`src/rtl/pcie_iop2_msg_master_arb.sv`:
```
// -----------------------------------------------------------------------------
// pcie_iop2_msg_master_arb
//
// Merges the register-message streams of two requesters onto one downstream
// message port. One transaction is in flight at a time. Writes complete once
// the downstream side takes the message. Reads wait for a response beat and
// return it to the requester that issued the read. Requesters are granted
// round-robin when both are valid.
//
// Message format on every port:
//   [63] rd_response, [62] wr_request, [61] rd_request, [60] half_word,
//   [59:52] zero, [51:32] address, [31:0] data
//
// Parameters
//   TIMEOUT_CYCLES : read-response wait limit in clk cycles (2..65535).
//                    Only used when IOP2_RD_TIMEOUT_EN is defined.
//
// Optional feature macro
//   IOP2_RD_TIMEOUT_EN : when defined, a read waiting longer than
//                        TIMEOUT_CYCLES gets a synthetic response
//                        {1,000,8'h00,address,32'hFFFFFFFF} and rd_timeout
//                        pulses. When undefined, a read waits indefinitely
//                        and rd_timeout is tied low.
//
// Ports
//   clk, reset                     : clock, synchronous active-high reset
//   m0_regi_tdata/tvalid/tready    : requester 0 message stream (in/in/out)
//   m0_rego_tdata/tvalid/tready    : response to requester 0 (out/out/in)
//   m1_regi_* / m1_rego_*          : same for requester 1
//   regi_tdata/tvalid/tready       : merged messages downstream (out/out/in)
//   rego_tdata/tvalid/tready       : responses from downstream (in/in/out)
//   stray_resp                     : one-cycle pulse, a response was discarded
//   rd_timeout                     : one-cycle pulse, a timeout response was made
// -----------------------------------------------------------------------------
module pcie_iop2_msg_master_arb #(
  parameter int unsigned TIMEOUT_CYCLES = 32'd1024
) (
  input  logic        clk,
  input  logic        reset,
  input  logic [63:0] m0_regi_tdata,
  input  logic        m0_regi_tvalid,
  output logic        m0_regi_tready,
  output logic [63:0] m0_rego_tdata,
  output logic        m0_rego_tvalid,
  input  logic        m0_rego_tready,
  input  logic [63:0] m1_regi_tdata,
  input  logic        m1_regi_tvalid,
  output logic        m1_regi_tready,
  output logic [63:0] m1_rego_tdata,
  output logic        m1_rego_tvalid,
  input  logic        m1_rego_tready,
  output logic [63:0] regi_tdata,
  output logic        regi_tvalid,
  input  logic        regi_tready,
  input  logic [63:0] rego_tdata,
  input  logic        rego_tvalid,
  output logic        rego_tready,
  output logic        stray_resp,
  output logic        rd_timeout
);

  typedef enum logic [1:0] {
    ST_IDLE = 2'd0,
    ST_SEND = 2'd1,
    ST_WAIT = 2'd2,
    ST_RESP = 2'd3
  } state_t;

  state_t      r_state;
  state_t      w_next_state;
  logic        r_rst_q;       // high for the first cycle after reset: no grants
  logic        r_last_grant;  // 1 -> requester 1 was granted last
  logic        r_owner;       // requester that owns the transaction in flight
  logic [63:0] r_msg;
  logic [63:0] r_resp;
  logic        r_stray;

  logic        w_gnt0;
  logic        w_gnt1;
  logic        w_gnt_any;
  logic [63:0] w_req_data;
  logic        w_req_ok;
  logic        w_rego_acc;
  logic        w_resp_hit;
  logic        w_to_hit;
  logic        w_send_done;
  logic        w_resp_done;
  logic        w_own_rdy;

  // Out-of-range TIMEOUT_CYCLES leaves a visible marker block in the hierarchy.
  if ((TIMEOUT_CYCLES < 32'd2) || (TIMEOUT_CYCLES > 32'd65535)) begin : g_timeout_cycles_out_of_range
  end

  // Round-robin grant; only offered in IDLE and never in the cycle after reset.
  always_comb begin
    w_gnt0 = 1'b0;
    w_gnt1 = 1'b0;
    if ((r_state == ST_IDLE) && !r_rst_q && !reset) begin
      if (m0_regi_tvalid && m1_regi_tvalid) begin
        if (r_last_grant) begin
          w_gnt0 = 1'b1;
        end else begin
          w_gnt1 = 1'b1;
        end
      end else if (m0_regi_tvalid) begin
        w_gnt0 = 1'b1;
      end else if (m1_regi_tvalid) begin
        w_gnt1 = 1'b1;
      end else begin
        w_gnt0 = 1'b0;
      end
    end else begin
      w_gnt0 = 1'b0;
    end
  end

  assign w_gnt_any  = w_gnt0 | w_gnt1;
  assign w_req_data = w_gnt1 ? m1_regi_tdata : m0_regi_tdata;
  // Exactly one of write/read request set; anything else is dropped.
  assign w_req_ok   = w_req_data[62] ^ w_req_data[61];

  // Response beats are only taken as responses in WAIT; everything else is stray,
  // including a beat arriving in the same cycle SEND hands off a read.
  assign w_rego_acc  = rego_tvalid & rego_tready;
  assign w_resp_hit  = (r_state == ST_WAIT) & w_rego_acc & rego_tdata[63];
  assign w_send_done = (r_state == ST_SEND) & regi_tready;
  assign w_own_rdy   = r_owner ? m1_rego_tready : m0_rego_tready;
  assign w_resp_done = (r_state == ST_RESP) & w_own_rdy;

`ifdef IOP2_RD_TIMEOUT_EN
  localparam logic [15:0] TO_LAST = 16'(TIMEOUT_CYCLES - 32'd1);

  logic [15:0] r_wait_cnt;
  logic        r_rd_to;

  // A real response in the expiry cycle wins over the synthetic one.
  assign w_to_hit = (r_state == ST_WAIT) & (r_wait_cnt == TO_LAST) & ~w_resp_hit;

  // Wait counter: zero outside WAIT so it starts from 0 on each entry.
  always_ff @(posedge clk) begin
    if (reset) begin
      r_wait_cnt <= 16'd0;
      r_rd_to    <= 1'b0;
    end else begin
      if (r_state == ST_WAIT) begin
        r_wait_cnt <= r_wait_cnt + 16'd1;
      end else begin
        r_wait_cnt <= 16'd0;
      end
      r_rd_to <= w_to_hit;
    end
  end

  assign rd_timeout = r_rd_to;
`else
  assign w_to_hit   = 1'b0;
  assign rd_timeout = 1'b0;
`endif

  // State register.
  always_ff @(posedge clk) begin
    if (reset) begin
      r_state <= ST_IDLE;
    end else begin
      r_state <= w_next_state;
    end
  end

  // Next-state logic.
  always_comb begin
    w_next_state = r_state;
    case (r_state)
      ST_IDLE: begin
        if (w_gnt_any && w_req_ok) begin
          w_next_state = ST_SEND;
        end else begin
          w_next_state = ST_IDLE;
        end
      end
      ST_SEND: begin
        if (w_send_done) begin
          w_next_state = r_msg[61] ? ST_WAIT : ST_IDLE;
        end else begin
          w_next_state = ST_SEND;
        end
      end
      ST_WAIT: begin
        if (w_resp_hit || w_to_hit) begin
          w_next_state = ST_RESP;
        end else begin
          w_next_state = ST_WAIT;
        end
      end
      ST_RESP: begin
        if (w_resp_done) begin
          w_next_state = ST_IDLE;
        end else begin
          w_next_state = ST_RESP;
        end
      end
      default: w_next_state = ST_IDLE;
    endcase
  end

  // Outputs decoded from state; all held low while reset is asserted.
  always_comb begin
    m0_regi_tready = w_gnt0;
    m1_regi_tready = w_gnt1;
    regi_tvalid    = 1'b0;
    regi_tdata     = 64'd0;
    rego_tready    = 1'b0;
    m0_rego_tvalid = 1'b0;
    m0_rego_tdata  = 64'd0;
    m1_rego_tvalid = 1'b0;
    m1_rego_tdata  = 64'd0;
    stray_resp     = r_stray;
    if (!reset) begin
      rego_tready = (r_state != ST_RESP);
      if (r_state == ST_SEND) begin
        regi_tvalid = 1'b1;
        regi_tdata  = r_msg;
      end else begin
        regi_tvalid = 1'b0;
      end
      if (r_state == ST_RESP) begin
        if (r_owner) begin
          m1_rego_tvalid = 1'b1;
          m1_rego_tdata  = r_resp;
        end else begin
          m0_rego_tvalid = 1'b1;
          m0_rego_tdata  = r_resp;
        end
      end else begin
        m0_rego_tvalid = 1'b0;
      end
    end else begin
      rego_tready = 1'b0;
    end
  end

  // Datapath: grant history, latched message/response, stray pulse.
  always_ff @(posedge clk) begin
    if (reset) begin
      r_rst_q      <= 1'b1;
      r_last_grant <= 1'b1;
      r_owner      <= 1'b0;
      r_msg        <= 64'd0;
      r_resp       <= 64'd0;
      r_stray      <= 1'b0;
    end else begin
      r_rst_q <= 1'b0;
      if (w_gnt_any) begin
        r_last_grant <= w_gnt1;
        if (w_req_ok) begin
          r_msg   <= w_req_data;
          r_owner <= w_gnt1;
        end else begin
          r_msg <= r_msg;
        end
      end else begin
        r_last_grant <= r_last_grant;
      end
      if (w_resp_hit) begin
        r_resp <= rego_tdata;
      end else if (w_to_hit) begin
        r_resp <= {1'b1, 3'b000, 8'h00, r_msg[51:32], 32'hFFFF_FFFF};
      end else begin
        r_resp <= r_resp;
      end
      r_stray <= w_rego_acc & ~w_resp_hit;
    end
  end

endmodule

```
`config.mk`:
```
export PLATFORM = sky130hd
export DESIGN_NAME = pcie_iop2_msg_master_arb
export DESIGN_NICKNAME = d
export VERILOG_FILES = /design/src/rtl/pcie_iop2_msg_master_arb.sv
export SDC_FILE = /design/constraint.sdc
export NUM_CORES = 1
export LEC_CHECK = 0
export CAP_MARGIN = 20
export CORE_AREA = 2 2 157 159
export DETAILED_ROUTE_END_ITERATION = 7
export DIE_AREA = 0 0 159 161
export GPL_TIMING_DRIVEN = 1
export PLACE_DENSITY_LB_ADDON = 0.08
export RECOVER_POWER = 100
export SYNTH_ARGS = -nofsm -noshare
export SYNTH_HDL_FRONTEND = slang
export SYNTH_SLANG_ARGS = --single-unit
export TNS_END_PERCENT = 5
```
`constraint.sdc`:
```
create_clock -name clk -period 4.45 [get_ports clk]
set_clock_uncertainty 0.1 [all_clocks]
set_input_delay 1.1125 -clock clk [delete_from_list [all_inputs] [get_ports clk]]
set_output_delay 1.1125 -clock clk [all_outputs]
set_load 0.03 [all_outputs]
```
==> flow_metrics.tcl <==
set metrics [dict create \
    status "finished clean" \
    h-tree-depth 4 \
    routedWlPerCell_microns 15.5 \
    finalSetupViolCount 0 \
    gp_congestion 0.752 \
    yosys.area_share.simple 0.320 \
    ir_drop_mv 0.204 \
    setup_ws_ns 0.359 \
    fp.dieH_microns 161 \
    postPlaceCellArea_sq_um 10700 \
    max_freq_mhz 244 \
    yosysTopAreaCell "dfxtp_1" \
    yosysMostFrequentCell "and2_1" \
    critPathMaxStageDelay_ns 0.74 \
    r2r-start "r_state[1]" \
    dr.first_iter.drc_count 247 \
    die_area_sq_um 25600 \
    ys.flop_type "dfxtp_1" \
    post-route-period-util 0.919 \
    fin_util 0.456 \
    post_cts.repair.setup_buffers 0 \
    synth-compound-area-share 0.0588 \
    nets 1378 \
    yosysTopAreaCellShare 0.387 \
    cp.required_ns 3.24 \
    cts_tree "done" \
    synth_xor_area_frac 0.00252 \
    post_cts_resized 0 \
    grt_usage 0.178 \
    n_fill_cell 2465 \
    final_cell_area_sq_um 10900 \
    syn_avg_cell_area_sq_um 8.55 \
    cap_violations 0 \
    grt_max_degree 67 \
    seq_area_frac_synth 0.387 \
    holdWs_ns 0.359 \
    hp-start "r_resp[54]" \
    grt_pass1_vias 6339 \
    path_clk_slew_ns 0.06 \
    worstSetupStartpointType "primary input" \
    root_buffer "clkbuf_16" \
    crit_type "primary input to output pin" \
    grt_setup_unrepaired "no" \
    dpl.hpwl_mm 17.0 \
    synthAdderAreaFrac 0 \
    netlist_instances 812 \
    fin_cells 1516 \
    crit_chain "buf_4, nor3b_1, buf_12, and2_1, dlygate4sd3_1" \
    die_w_microns 159 \
    setup_tns_ns 0 \
    cts_sinks 134 \
    clock_path_buffers 2 \
    grt_pass1_wl_mm 35.6 \
    via_per_inst 4.34 \
    startpoint "reset" \
    clk_latency_ns 0.41 \
    synthMuxAreaShare 0.183 \
    drive_gt1_frac 0.126 \
    dp_worst_setup_slack_ns 0.495 \
    area_growth_pct 57.5 \
    final_hold_viol_count 0 \
    cts_hold_buf 0 \
    ios 400 \
    cp_max_fo 65 \
    cp_slowest_cell "dlygate4sd3_1" \
    drc 0 \
    route.antenna.remaining_nets 0 \
    async_flop_share 0 \
    worstHoldPathType "register to register" \
    worst_slew_pin_slew_ns 1.46 \
    synth.cell_area_sq_um 6940 \
    placedCellCount 1483 \
    synthDistinctLibCells 36 \
    coreArea_sq_um 24000 \
    synth_edf_count 0 \
    end_kind "output pin" \
    synth_top_family_by_area "simple AND/OR/NAND/NOR gates" \
    final-max-slew-violation-count 0 \
    p_leak_nw 4.52 \
    synthesis.nets 1012 \
    ys_top_cells_by_count "and2_1 (191), dfxtp_1 (134), nand2_1 (130)" \
    num_rows 57 \
    start_util 0.290 \
    p_per_area_nw_per_um2 268 \
    cp.arrival_ns 2.88 \
    yosys-top-cells-area "dfxtp_1 (39%), mux2i_1 (18%), and2_1 (17%)" \
    io_buffers 398 \
    antenna_found_initial 0 \
    ys_ff_latch 134 \
    slew_headroom 0.0244 \
    synth-warning-count 0 \
    drt_wl_total_mm 23.4 \
    grt_overflow 0 \
    vias 6579 \
    cts_buffers 17 \
    finalPower_mw 2.93 \
    min_period_ns 4.09 \
    drtPass1Iterations 4 \
]
[cells by family after synthesis]
| kind of cell | Yosys count |
|---|---|
| buf+inv | 68 |
| mux | 127 |
| xor+xnor | 2 |
| simple gates | 403 |
| flops | 134 |
| compound gates | 77 |
| other cells | 1 |
[worst max-delay path, delay by kind of cell]
family	cells	cell delay, ns
buffers and inverters	3	1.19
and+or+nand+nor	2	0.52
[report_power, final]
group	switching (mW)	leakage, nW	internal (mW)	total (mW)
Combinational	0.125	3.17	0.225	0.350
Sequential	0.0171	1.09	1.24	1.26
Clock	0.540	0.267	0.784	1.32
[path summary, 6_finish.rpt]
check | endpoint | slack, ns | cells past startpoint
setup / recovery | m1_rego_tdata[38] | 0.36 | 5
hold / removal | r_resp[54] | 0.36 | 2
hold reg to reg | r_resp[54] | 0.36 | 2
setup reg to reg | r_msg[3] | 1.34 | 5
[registers in the layout, indices dropped and copies added, names as in the netlist]
| name | count |
|---|---|
| r_resp | 64 |
| r_msg | 64 |
| stray_resp | 1 |
| r_owner | 1 |
| r_last_grant | 1 |
| r_rst_q | 1 |
| r_state | 2 |
[cells in the final DEF (no fill, tap or decap), types with 22 or more instances in the layout]
cell             count
dfxtp_1            134
dlygate4sd3_1       22
buf_4              111
clkbuf_1            79
nand2_1            130
and2_0              93
mux2i_1            126
clkdlybuf4s50_1    197
a21oi_1             68
and2_1              98
nand2b_1            65
[routing by layer]
metal	vias up	wire length, microns	global-route usage
li1	3354	-	-
met1	2943	9900	0.213
met2	256	11100	0.299
met3	26	1990	0.0645
met4	0	422	0.0537
met5	-	0	0
[final cells by class]
class / count / area [sq um] / area share
Multi-Input combinational cell: 610 / 3900 / 0.357
Timing Repair Buffer: 412 / 3370 / 0.308
Sequential cell: 134 / 2680 / 0.245
Clock buffer: 21 / 450 / 0.0412
Tap cell: 324 / 405 / 0.0371
Clock inverter: 11 / 104 / 0.00950
Inverter: 3 / 11.3 / 0.00103
Antenna cell: 1 / 2.50 / 0.000229
No activity file was read; power rests on OpenSTA's default activity.
